$ cat src/rtl/uart_serial_rx_deframer.sv
// UART receive deframer: 16x oversampled start/data/parity/stop recovery with
// majority voting, error and break flagging, and a small character FIFO.
//
// Ports:
//   clk_i, rst_n_i       clock, asynchronous active-low reset
//   srx_pad_i            serial line (idles high)
//   cfg_*                frame format, captured at the start of each frame
//   rx_data_o / rx_*_o   head FIFO entry (all zero while the FIFO is empty)
//   rx_valid_o           FIFO not empty
//   rx_ready_i           consumer accepts the head entry
//   rx_overrun_o         sticky "character dropped" flag
//   clr_overrun_i        clears rx_overrun_o (a coincident set wins)
module uart_serial_rx_deframer #(
    parameter int unsigned CLK_DIV    = 27,
    parameter int unsigned FIFO_DEPTH = 4
) (
    input  logic       clk_i,
    input  logic       rst_n_i,
    input  logic       srx_pad_i,
    input  logic [3:0] cfg_n_bits_i,
    input  logic       cfg_parity_en_i,
    input  logic       cfg_parity_odd_i,
    input  logic       cfg_two_stop_i,
    output logic [7:0] rx_data_o,
    output logic       rx_parity_err_o,
    output logic       rx_frame_err_o,
    output logic       rx_break_o,
    output logic       rx_valid_o,
    input  logic       rx_ready_i,
    output logic       rx_overrun_o,
    input  logic       clr_overrun_i
);

    localparam int unsigned DIV_W = (CLK_DIV < 1) ? 1 : $clog2(CLK_DIV + 1);
    localparam int unsigned AW    = (FIFO_DEPTH < 2) ? 1 : $clog2(FIFO_DEPTH);
    localparam int unsigned PW    = AW + 1;

    typedef struct packed {
        logic       brk;
        logic       frame_err;
        logic       parity_err;
        logic [7:0] data;
    } rx_entry_t;

    typedef enum logic [2:0] {
        S_IDLE,
        S_START,
        S_DATA,
        S_PARITY,
        S_STOP1,
        S_STOP2,
        S_HOLD
    } state_t;

    // Two-flop line synchroniser; idles high out of reset.
    logic sync_q1;
    logic line_q;

    always_ff @(posedge clk_i or negedge rst_n_i) begin
        if (!rst_n_i) begin
            sync_q1 <= 1'b1;
            line_q  <= 1'b1;
        end else begin
            sync_q1 <= srx_pad_i;
            line_q  <= sync_q1;
        end
    end

    // Free-running 16x oversampling tick.
    logic [DIV_W-1:0] div_q;
    logic             tick;

    assign tick = (div_q == DIV_W'(CLK_DIV));

    always_ff @(posedge clk_i or negedge rst_n_i) begin
        if (!rst_n_i) begin
            div_q <= '0;
        end else begin
            div_q <= tick ? '0 : div_q + DIV_W'(1);
        end
    end

    // Out-of-range character lengths fall back to 8 bits.
    logic [2:0] n_last_cfg;
    assign n_last_cfg = (cfg_n_bits_i >= 4'd5 && cfg_n_bits_i <= 4'd8)
                        ? 3'(cfg_n_bits_i - 4'd1) : 3'd7;

    state_t     state_q, state_d;
    logic [3:0] sub_q, sub_d;
    logic [2:0] bit_q, bit_d;
    logic [7:0] shift_q, shift_d;
    logic       s7_q, s7_d, s8_q, s8_d;
    logic       bit_val_q, bit_val_d;
    logic       par_bit_q, par_bit_d;
    logic       perr_q, perr_d;
    logic       ferr_q, ferr_d;
    logic       brk_q, brk_d;
    logic [2:0] n_last_q, n_last_d;
    logic       par_en_q, par_en_d;
    logic       par_odd_q, par_odd_d;
    logic       two_stop_q, two_stop_d;
    logic       maj;
    logic       push;
    rx_entry_t  push_entry;

    // Frame state register.
    always_ff @(posedge clk_i or negedge rst_n_i) begin
        if (!rst_n_i) begin
            state_q    <= S_IDLE;
            sub_q      <= '0;
            bit_q      <= '0;
            shift_q    <= '0;
            s7_q       <= 1'b0;
            s8_q       <= 1'b0;
            bit_val_q  <= 1'b0;
            par_bit_q  <= 1'b0;
            perr_q     <= 1'b0;
            ferr_q     <= 1'b0;
            brk_q      <= 1'b0;
            n_last_q   <= 3'd7;
            par_en_q   <= 1'b0;
            par_odd_q  <= 1'b0;
            two_stop_q <= 1'b0;
        end else begin
            state_q    <= state_d;
            sub_q      <= sub_d;
            bit_q      <= bit_d;
            shift_q    <= shift_d;
            s7_q       <= s7_d;
            s8_q       <= s8_d;
            bit_val_q  <= bit_val_d;
            par_bit_q  <= par_bit_d;
            perr_q     <= perr_d;
            ferr_q     <= ferr_d;
            brk_q      <= brk_d;
            n_last_q   <= n_last_d;
            par_en_q   <= par_en_d;
            par_odd_q  <= par_odd_d;
            two_stop_q <= two_stop_d;
        end
    end

    // Next-state logic. Bits are voted from sub-ticks 7/8/9; the vote is final
    // at sub-tick 9 (third sample is the live line) and committed at 15.
    always_comb begin
        state_d    = state_q;
        sub_d      = sub_q;
        bit_d      = bit_q;
        shift_d    = shift_q;
        s7_d       = s7_q;
        s8_d       = s8_q;
        bit_val_d  = bit_val_q;
        par_bit_d  = par_bit_q;
        perr_d     = perr_q;
        ferr_d     = ferr_q;
        brk_d      = brk_q;
        n_last_d   = n_last_q;
        par_en_d   = par_en_q;
        par_odd_d  = par_odd_q;
        two_stop_d = two_stop_q;
        push       = 1'b0;
        maj        = (s7_q & s8_q) | (s7_q & line_q) | (s8_q & line_q);

        if (tick) begin
            sub_d = sub_q + 4'd1;
            if (sub_q == 4'd7) s7_d = line_q;
            if (sub_q == 4'd8) s8_d = line_q;
            if (sub_q == 4'd9) bit_val_d = maj;

            case (state_q)
                S_IDLE: begin
                    sub_d = '0;
                    if (!line_q) state_d = S_START;
                end
                S_START: begin
                    if (sub_q == 4'd9 && maj) begin
                        state_d = S_IDLE;
                    end else if (sub_q == 4'd15) begin
                        state_d    = S_DATA;
                        bit_d      = '0;
                        shift_d    = '0;
                        par_bit_d  = 1'b0;
                        perr_d     = 1'b0;
                        ferr_d     = 1'b0;
                        brk_d      = 1'b0;
                        n_last_d   = n_last_cfg;
                        par_en_d   = cfg_parity_en_i;
                        par_odd_d  = cfg_parity_odd_i;
                        two_stop_d = cfg_two_stop_i;
                    end
                end
                S_DATA: begin
                    if (sub_q == 4'd15) begin
                        shift_d[bit_q] = bit_val_q;
                        bit_d          = bit_q + 3'd1;
                        if (bit_q == n_last_q) state_d = par_en_q ? S_PARITY : S_STOP1;
                    end
                end
                S_PARITY: begin
                    if (sub_q == 4'd15) begin
                        par_bit_d = bit_val_q;
                        perr_d    = ((^shift_q) ^ bit_val_q) != par_odd_q;
                        state_d   = S_STOP1;
                    end
                end
                S_STOP1: begin
                    if (sub_q == 4'd9) begin
                        ferr_d = ~maj;
                        brk_d  = ~maj & (shift_q == 8'd0) & ~(par_en_q & par_bit_q);
                        // Single stop: release early so the next start edge is caught.
                        if (!two_stop_q) begin
                            push    = 1'b1;
                            state_d = brk_d ? S_HOLD : S_IDLE;
                        end
                    end else if (sub_q == 4'd15) begin
                        state_d = S_STOP2;
                    end
                end
                S_STOP2: begin
                    if (sub_q == 4'd9) begin
                        if (!maj) ferr_d = 1'b1;
                        push    = 1'b1;
                        state_d = brk_q ? S_HOLD : S_IDLE;
                    end
                end
                S_HOLD: begin
                    // Do not re-arm on a line that is still held in break.
                    sub_d = '0;
                    if (line_q) state_d = S_IDLE;
                end
                default: state_d = S_IDLE;
            endcase
        end

        push_entry.brk        = brk_d;
        push_entry.frame_err  = ferr_d;
        push_entry.parity_err = perr_d;
        push_entry.data       = shift_q;
    end

    // Character FIFO; extra pointer MSB separates full from empty.
    rx_entry_t     mem_q [FIFO_DEPTH];
    logic [PW-1:0] wr_q, rd_q, wr_d, rd_d;
    logic          full, pop, do_push, ovr_set, next_empty;
    rx_entry_t     head_d;

    assign full       = ((wr_q - rd_q) == PW'(FIFO_DEPTH));
    assign pop        = rx_valid_o & rx_ready_i;
    assign do_push    = push & (~full | pop);
    assign ovr_set    = push & full & ~pop;
    assign wr_d       = wr_q + PW'(do_push);
    assign rd_d       = rd_q + PW'(pop);
    assign next_empty = (wr_d == rd_d);

    // Next head entry; a push into an empty FIFO bypasses the storage array.
    always_comb begin
        head_d = '0;
        if (!next_empty) begin
            if (do_push && (wr_q[AW-1:0] == rd_d[AW-1:0])) head_d = push_entry;
            else                                            head_d = mem_q[rd_d[AW-1:0]];
        end
    end

    always_ff @(posedge clk_i) begin
        if (do_push) mem_q[wr_q[AW-1:0]] <= push_entry;
    end

    // Pointers and registered outputs.
    always_ff @(posedge clk_i or negedge rst_n_i) begin
        if (!rst_n_i) begin
            wr_q            <= '0;
            rd_q            <= '0;
            rx_valid_o      <= 1'b0;
            rx_data_o       <= '0;
            rx_parity_err_o <= 1'b0;
            rx_frame_err_o  <= 1'b0;
            rx_break_o      <= 1'b0;
            rx_overrun_o    <= 1'b0;
        end else begin
            wr_q            <= wr_d;
            rd_q            <= rd_d;
            rx_valid_o      <= ~next_empty;
            rx_data_o       <= head_d.data;
            rx_parity_err_o <= head_d.parity_err;
            rx_frame_err_o  <= head_d.frame_err;
            rx_break_o      <= head_d.brk;
            if (ovr_set)            rx_overrun_o <= 1'b1;
            else if (clr_overrun_i) rx_overrun_o <= 1'b0;
        end
    end

endmodule

$ cat config.mk
export PLATFORM = sky130hd
export DESIGN_NAME = uart_serial_rx_deframer
export DESIGN_NICKNAME = d
export VERILOG_FILES = /design/src/rtl/uart_serial_rx_deframer.sv
export SDC_FILE = /design/constraint.sdc
export NUM_CORES = 1
export LEC_CHECK = 0
export CAP_MARGIN = 20
export CORE_AREA = 2 2 96 134
export CTS_CLUSTER_DIAMETER = 100
export DETAILED_ROUTE_END_ITERATION = 7
export DIE_AREA = 0 0 98 136
export GPL_ROUTABILITY_DRIVEN = 0
export RECOVER_POWER = 100
export SYNTH_ARGS = -nofsm -noshare
export SYNTH_HDL_FRONTEND = slang
export SYNTH_SLANG_ARGS = --single-unit
export TNS_END_PERCENT = 20
$ cat constraint.sdc
create_clock -name clk_i -period 3.3 [get_ports clk_i]
set_input_delay 0.495 -clock clk_i [delete_from_list [all_inputs] [get_ports clk_i]]
set_output_delay 0.495 -clock clk_i [all_outputs]
set_load 0.02 [all_outputs]
Word level (Yosys, flattened, before mapping)
Memories as Yosys holds them, arrays and structs flattened.
Cells that the tools add are included.
{"block": "totals", "in_bits": 12, "word_cells": 164, "mem_count": 1, "latch_bits": 0, "reg_bits": 57, "output_inout_bits": 13, "ramBits": 44, "romBits": 0}
{"block": "op_classes", "eq_ne": 27, "div": 0, "bitwise_logic": 20, "n_lt_le_gt_ge": 4, "n_addsub": 7, "mux": 61, "reduce_logical": 18, "shift": 0, "n_mul": 0}
{"name": "mem_q", "words": 4, "width": 11, "read_ports": 1, "rd_clocked_by_memory_dff": 0, "write_ports": 1, "line": "242", "source": "rx_entry_t mem_q [FIFO_DEPTH];"}
{"operator": "$mux W3", "count": 18}
{"operator": "$mux W1", "count": 26}
{"operator": "$mux W8", "count": 3}
{"operator": "$mux W11", "count": 2}
{"operator": "$pmux W3 S7", "count": 1}
{"operator": "$ne A2 B2 Y1 const B", "count": 8}
{"operator": "$pmux W8 S2", "count": 1}
{"operator": "$eq A3 B3 Y1 const B", "count": 4}
{"operator": "$eq A4 B4 Y1 const B", "count": 3}
{"operator": "$and A1 B1 Y1", "count": 10}
{"operator": "$reduce_and A10 Y1", "count": 1}
{"operator": "$reduce_and A5 Y1", "count": 2}
{"operator": "$ne A3 B3 Y1 const B", "count": 3}
{"operator": "$bwmux W8", "count": 1}
{"operator": "$logic_not A8 Y1", "count": 1}
{"operator": "$pmux W1 S2", "count": 4}
{"operator": "$reduce_xor A8 Y1", "count": 1}
{"operator": "$add A3 B1 Y3", "count": 2}
{"operator": "$eq A3 B2 Y1 const B", "count": 2}
{"operator": "$eq A3 B3 Y1", "count": 2}
{"operator": "$not A1 Y1", "count": 6}
{"operator": "$pmux W3 S2", "count": 1}
{"operator": "$reduce_and A2 Y1", "count": 3}
{"operator": "$reduce_bool A2 Y1", "count": 3}
{"operator": "other kinds (24)", "count": 29}

Logic depth before layout (Yosys ltp)
Gate-level depths: netlist of the first run.
{"block": "logic_depth", "word_depth": 11, "ltp_mapped": 15, "mapped_depth_nobuf": 14}

Worst setup path after synthesis of the first run
OpenSTA, ideal clock, no wires.
{"block": "synth_timing", "kind": "register to register", "start": "register wr_q[0]", "end": "register rx_frame_err_o", "setup_ns": 0.120, "synth_period_minus_slack_ns": 2.831, "arrival_time_ns": 2.711, "n_path_buf": 1, "path_slack_ns": 0.469, "stages_incl_launch_ff": 16, "required_ns": 3.180, "cell_sequence": "dfrtp_1 > inv_1 > ha_1 > nor2b_1 > xnor2_1 > nand2_1 > nand2b_1 > inv_1 > ha_1 > ha_1 > xor2_1 > xnor2_1 > nor3_1 > buf_4 > inv_1 > a31o_2"}
{"element": "from (decl)", "line": "243", "source": "logic [PW-1:0] wr_q, rd_q, wr_d, rd_d;"}
{"element": "from (signal assigned)", "line": "280", "source": "wr_q <= wr_d;"}
{"element": "to (signal assigned)", "line": "285", "source": "rx_frame_err_o <= head_d.frame_err;"}
{"element": "to (decl)", "line": "26", "source": "output logic rx_frame_err_o,"}

==> metrics.cfg, run 1 <==
[run_status]
status = complete, no violations

[power]
power.density_nw_per_um2 = 620
p_leak_uw = 0.00216
peakVddDrop_uv = 308

[clock_network]
clockBufferDepth = 2
post-cts-setup-buffer-count = 0
h-tree-depth = 3
root_buffer = clkbuf_16
insertion_delay_ns = 0.34
cts_tree = built
cts_resized = 0
cts.reportedPaths.clkPinSlew_ns = 0.07
cts.sink_count = 101
hold_buffers = 0
numCtsBuffers = 9

[grt]
grt-ovfl-total = 0
grt_pass1_vias = 3008
grt_first_pass_wirelength_mm = 14.8
antenna_found_initial = 0
track_usage_pct = 14.2
grt_max_degree = 37

[route]
via_per_inst = 5.18
first_pass_iters = 4
wirelength_mm = 8.78
ant_nets = 0
wire_per_inst_microns = 15.8
vias = 2880
drc_errors = 0
drt_first_iter_violations = 173

[timing]
finalMaxSlewViolations = 0
finalHoldViolations = 0
rsz0062_at_grt = false
setup_viol = 0
skew_ns = 0.00844
fin_crit_sh_pct = 91.6
setup_tns_ns = 0
worstMarginPinSlew_ns = 1.15
holdWs_ns = 0.361
fmax_mhz = 331
period_needed_ns = 3.02
slew_headroom_pct = 23.1

[placement]
dp.cells = 540
hpwl_mm = 6.18
numPortBuffers = 24

[floorplanning]
start_util_pct = 38.9
die_h_microns = 136
coreArea_sq_um = 12200
rows = 48
io_pins = 25
dieArea_sq_um = 13300
die_x_microns = 98

[cells_and_area]
fill_cells = 1103
final_common_cell = dfrtp_1
multiInputGateArea_sq_um = 1800
final_cell_mix = dfrtp_1, edfxtp_1, nand2_1, inv_1, nor2_1
finalNetCount = 430
antenna_cells = 0
drive_above_1_share_pct = 15.3
stdcell_count = 556
area_delta_synth_final_pct = 15.0
seqCellArea_sq_um = 2750

[synthesis]
synth-warning-count = 0
synth_top_family_by_area = simple AND/OR/NAND/NOR gates
synth_fa_ha_area_share_pct = 4.72
ys.flop_type = dfrtp_1
synthArstFlopShare_pct = 56.4
yosys.area.top_type = edfxtp_1
syn-cell-area_sq_um = 4740
synth-simple-area-share_pct = 12.1
synth_compound_area_share_pct = 8.37
synth.distinct_cells = 57
syn_area_per_cell_sq_um = 13.0
seq_area_frac_synth_pct = 58.1
yosys-mux-area-fraction_pct = 9.53
yosys-top-cells-area = edfxtp_1, dfrtp_1, mux4_2, ha_1, dfstp_2
synth-seq-cells = 101
syn_inst = 366
synth_top_area_share_pct = 27.9
synth_edf_count = 44
syn-num-nets = 395
synthXorXnorAreaFrac_pct = 3.51

[worst_setup_path]
reg2reg_slack_ns = 0.28
end_kind = register
start_kind = register
cp.required_ns = 3.53
cp_max_fo = 9
worstSetupPathType = reg -> reg
rr_endpoint = rx_frame_err_o$_DFF_PN0_
cp.arrival_ns = 3.25
r2r_cells = 13
reg2reg_from = sub_q[1]$_DFFE_PN0N_

[hold_path]
hp-class = in -> async

[run]
max_cap_viol_count = 0

[per-layer routing]
metal,global-route usage [%],wire length (microns),part of all wire [%]
met1,16.9,3800,43
met2,24.7,4530,52
met3,3.14,277,3.2
met4,6.33,167,1.9
met5,0,0,0
[area by class of cell]
class                           count  area share [%]
Clock buffer                        9            4.13
Clock inverter                      7            1.29
Inverter                           25            1.72
Multi-Input combinational cell    225            33.1
Sequential cell                   101            50.5
Tap cell                          150            3.44
Timing Repair Buffer               39            5.79
[cells in the mapped netlist, drive strengths merged (3+ instances only)]
cell type / number
dfrtp: 52
edfxtp: 44
nor2: 26
inv: 25
nand2: 25
ha: 17
o21ai: 14
mux2: 11
mux4: 11
xor2: 11
nor3: 9
clkbuf: 8
mux2i: 8
nand3: 8
xnor2: 8
a21oi: 7
buf: 7
nand2b: 7
nor3b: 6
dfstp: 5
nand3b: 5
o31ai: 5
nor2b: 4
a31o: 3
a31oi: 3
and3: 3
nand4: 3
[cell families (layout without fill, tap and decap cells)]
family / Yosys count / in the layout
DFF: 101 / 101
muxes: 30 / 30
adders and majority gates: 18 / 18
xor gates and xnor gates: 19 / 19
and+or+nand+nor: 106 / 106
buffers and inverters: 40 / 80
AOI/OAI and AO/OA: 52 / 52
[worst max-delay path by stage]
stage | start | endpoint | slack [ns]
after floorplan | wr_q[0]$_DFF_PN0_ | rx_frame_err_o$_DFF_PN0_ | 0.47
after global placement | rx_ready_i | rx_frame_err_o$_DFF_PN0_ | 0.36
after detailed placement | rx_ready_i | rx_frame_err_o$_DFF_PN0_ | 0.25
after CTS | sub_q[1]$_DFFE_PN0N_ | rx_frame_err_o$_DFF_PN0_ | 0.21
after global routing | sub_q[1]$_DFFE_PN0N_ | rx_frame_err_o$_DFF_PN0_ | 0.05
final | sub_q[1]$_DFFE_PN0N_ | rx_frame_err_o$_DFF_PN0_ | 0.28
[per-stage QoR]
stage | utilization (%) | worst slack (ns) | cell area, sq um | total power (uW)
3_5_place_dp | 42.7 | 0.247 | 5200 | 2440
2_1_floorplan | - | 0.469 | 4740 | 2130
6_report | 44.7 | 0.277 | 5450 | 3380
5_1_grt | 44.7 | 0.0453 | 5450 | 3570
4_1_cts | 45.1 | 0.209 | 5500 | 3500
3_3_place_gp | 42.7 | 0.357 | 5200 | 2440
[worst max-delay path: stages (launching register included)]
cell       delay, ns
dfrtp_1         0.40
inv_1           0.10
ha_1            0.19
and3b_1         0.40
o2111ai_4       0.21
nand2b_1        0.23
inv_1           0.09
ha_1            0.15
ha_1            0.15
xor2_1          0.22
xnor2_1         0.16
nor3_4          0.30
inv_1           0.11
a31o_2          0.21
[report_power, final]
group	total [uW]	internal (uW)	switching [uW]
combinational	900	423	477
clock	1050	591	456
sequential	1430	1400	29.8
total	3380	2420	963
[registers in the layout (all words and copies together) (netlist names), 3 cells and up]
name,flops
mem_q,44
shift_q,8
rd_q,3
sub_q,4
n_last_q,3
rx_data_o,8
state_q,3
bit_q,3
wr_q,3
div_q,5
Note: power is estimated with default switching activity, not from simulation.
==> run 2, diff against run 1 <==
CTS_CLUSTER_SIZE = 10   (was not set)
PLACE_DENSITY = 0.59   (was not set)
==> run 2 against run 1 <==
Via count decreased by 0.52%. Critical endpoint unchanged. Sequential cell count stayed put. Die area unchanged. Register-to-register slack better by 0.04 ns. Combinational power is 0.6% lower. Sequential power is essentially flat. Core utilization shrank 0.26 points. Clock power is 7% lower. Design area decreased by 0.57%. First-iteration DRC count increased by 8.1%. Global-route usage is 0.28 points higher.
==> metrics.cfg, run 2 (synthesis gave the netlist of run 1 again) <==
[hold_path]
hold_start = sync_q1$_DFF_PN1_
holdPathStages = 0
holdPathEnd = line_q$_DFF_PN1_
hp-class = reg -> reg

[route]
wl_met2_mm = 4.57
wl_met1_mm = 3.87
wirelength_mm = 8.93
wl_met3_microns = 218
top_layer_used = met4
wire_per_inst_microns = 16.0
vias = 2865
via_per_inst = 5.14
first_pass_iters = 4
ant_nets = 0
drt_first_iter_violations = 187
drc_errors = 0

[clock_network]
post-cts-setup-buffer-count = 0
cts.reportedPaths.clkPinSlew_ns = 0.07
insertion_delay_ns = 0.34
numCtsBuffers = 9
hold_buffers = 0
root_buffer = clkbuf_16
h-tree-depth = 3
clockBufferDepth = 2
cts_tree = built
cts.sink_count = 101

[worst_setup_path]
start_kind = register
reg2reg_slack_ns = 0.32
crit_start = wr_q[0]$_DFF_PN0_
worstSetupPathType = reg -> reg
reg2reg_from = wr_q[0]$_DFF_PN0_
end_kind = register
rr_endpoint = rx_frame_err_o$_DFF_PN0_
r2r_cells = 13
cp.required_ns = 3.53
cp_max_fo = 5
cp.arrival_ns = 3.21

[grt]
track_usage_pct = 14.5
grt-ovfl-total = 0
antenna_found_initial = 0
grt_pass1_vias = 2957
grt_first_pass_wirelength_mm = 15.0
grt_max_degree = 22

[placement]
placed_cell_area_sq_um = 5210
pre_cts_slack_ns = 0.256
hpwl_mm = 6.46
numPortBuffers = 24

[timing]
skew_ns = 0.00827
fmax_mhz = 335
finalMaxSlewViolations = 0
period_needed_ns = 2.98
setup_viol = 0
worstMarginPinSlew_ns = 1.24
rsz0062_at_grt = false
finalWorstSetupSlack_ns = 0.319
finalHoldViolations = 0
fin_crit_sh_pct = 90.3
slew_headroom_pct = 17.4
setup_tns_ns = 0

[cells_and_area]
multiInputGateArea_sq_um = 1800
finalNetCount = 431
fin_area_sq_um = 5420
final_cell_mix = dfrtp_1, edfxtp_1, nand2_1, inv_1, nor2_1
area_delta_synth_final_pct = 14.3
fill_cells = 1123
drive_above_1_share_pct = 14.0
seqCellArea_sq_um = 2750
final_common_cell = dfrtp_1
antenna_cells = 0
largest_reg_flops = 44

[floorplanning]
start_util_pct = 38.9
coreArea_sq_um = 12200
io_pins = 25
dieArea_sq_um = 13300
die_x_microns = 98
die_h_microns = 136
rows = 48

[power]
peakVddDrop_uv = 315
power.density_nw_per_um2 = 610
p_leak_uw = 0.00213

[run_status]
status = complete, no violations

[run]
max_cap_viol_count = 0

run 2: worst max path at each step:
stage | cells past startpoint | slack, ns | endpoint
2_1_floorplan | 15 | 0.47 | rx_frame_err_o$_DFF_PN0_
3_3_place_gp | 13 | 0.35 | rx_parity_err_o$_DFF_PN0_
3_5_place_dp | 13 | 0.26 | rx_frame_err_o$_DFF_PN0_
4_1_cts | 13 | 0.26 | rx_frame_err_o$_DFF_PN0_
5_1_grt | 13 | 0.05 | rx_parity_err_o$_DFF_PN0_
6_report | 13 | 0.32 | rx_frame_err_o$_DFF_PN0_
run 2: layer usage:
metal  vias up  global-route usage [%]
li1       1396                       -
met1      1402                    17.0
met2        48                    25.5
met3        19                    2.47
met4         0                    7.41
met5         -                       0
run 2: final cells by class:
cell class,count,share of cell area [%]
Sequential cell,101,50.8
Multi-Input combinational cell,225,33.2
Timing Repair Buffer,40,5.77
Clock buffer,13,4.62
Tap cell,150,3.46
Inverter,25,1.73
Clock inverter,3,0.393
run 2: what timing repair did:
item,CTS,global route
setup endpoints to repair,0,2
resized for setup,0,0
endpoints found under the hold margin,0,0
run 2: through the flow:
| stage | hold slack (ns) | util [%] | power [uW] | cells |
|---|---|---|---|---|
| final | 0.358 | 44.4 | 3300 | 557 |
| after global routing | 0.364 | 44.4 | 3490 | 557 |
| after CTS | 0.123 | 45.0 | 3440 | 557 |
| after detailed placement | 0.348 | 42.7 | 2460 | 541 |
| after global placement | 0.347 | 42.7 | 2440 | 541 |
| after floorplan | 0.199 | - | 2130 | 366 |
run 2: where the power goes:
| group | switching [uW] | internal [uW] |
|---|---|---|
| Clock | 440 | 533 |
| Sequential | 31.0 | 1410 |
| Combinational | 472 | 423 |
| Total | 943 | 2360 |
run 2: critical path, cell delays in order (launching register included):
cell      delay (ns)
dfrtp_1         0.44
inv_1           0.11
ha_1            0.19
nor2b_1         0.13
xnor2_1         0.28
nand2_1         0.14
nand2b_1        0.14
inv_1           0.07
ha_1            0.17
ha_1            0.30
xor2_1          0.15
nor3_2          0.40
inv_1           0.12
a31o_2          0.22
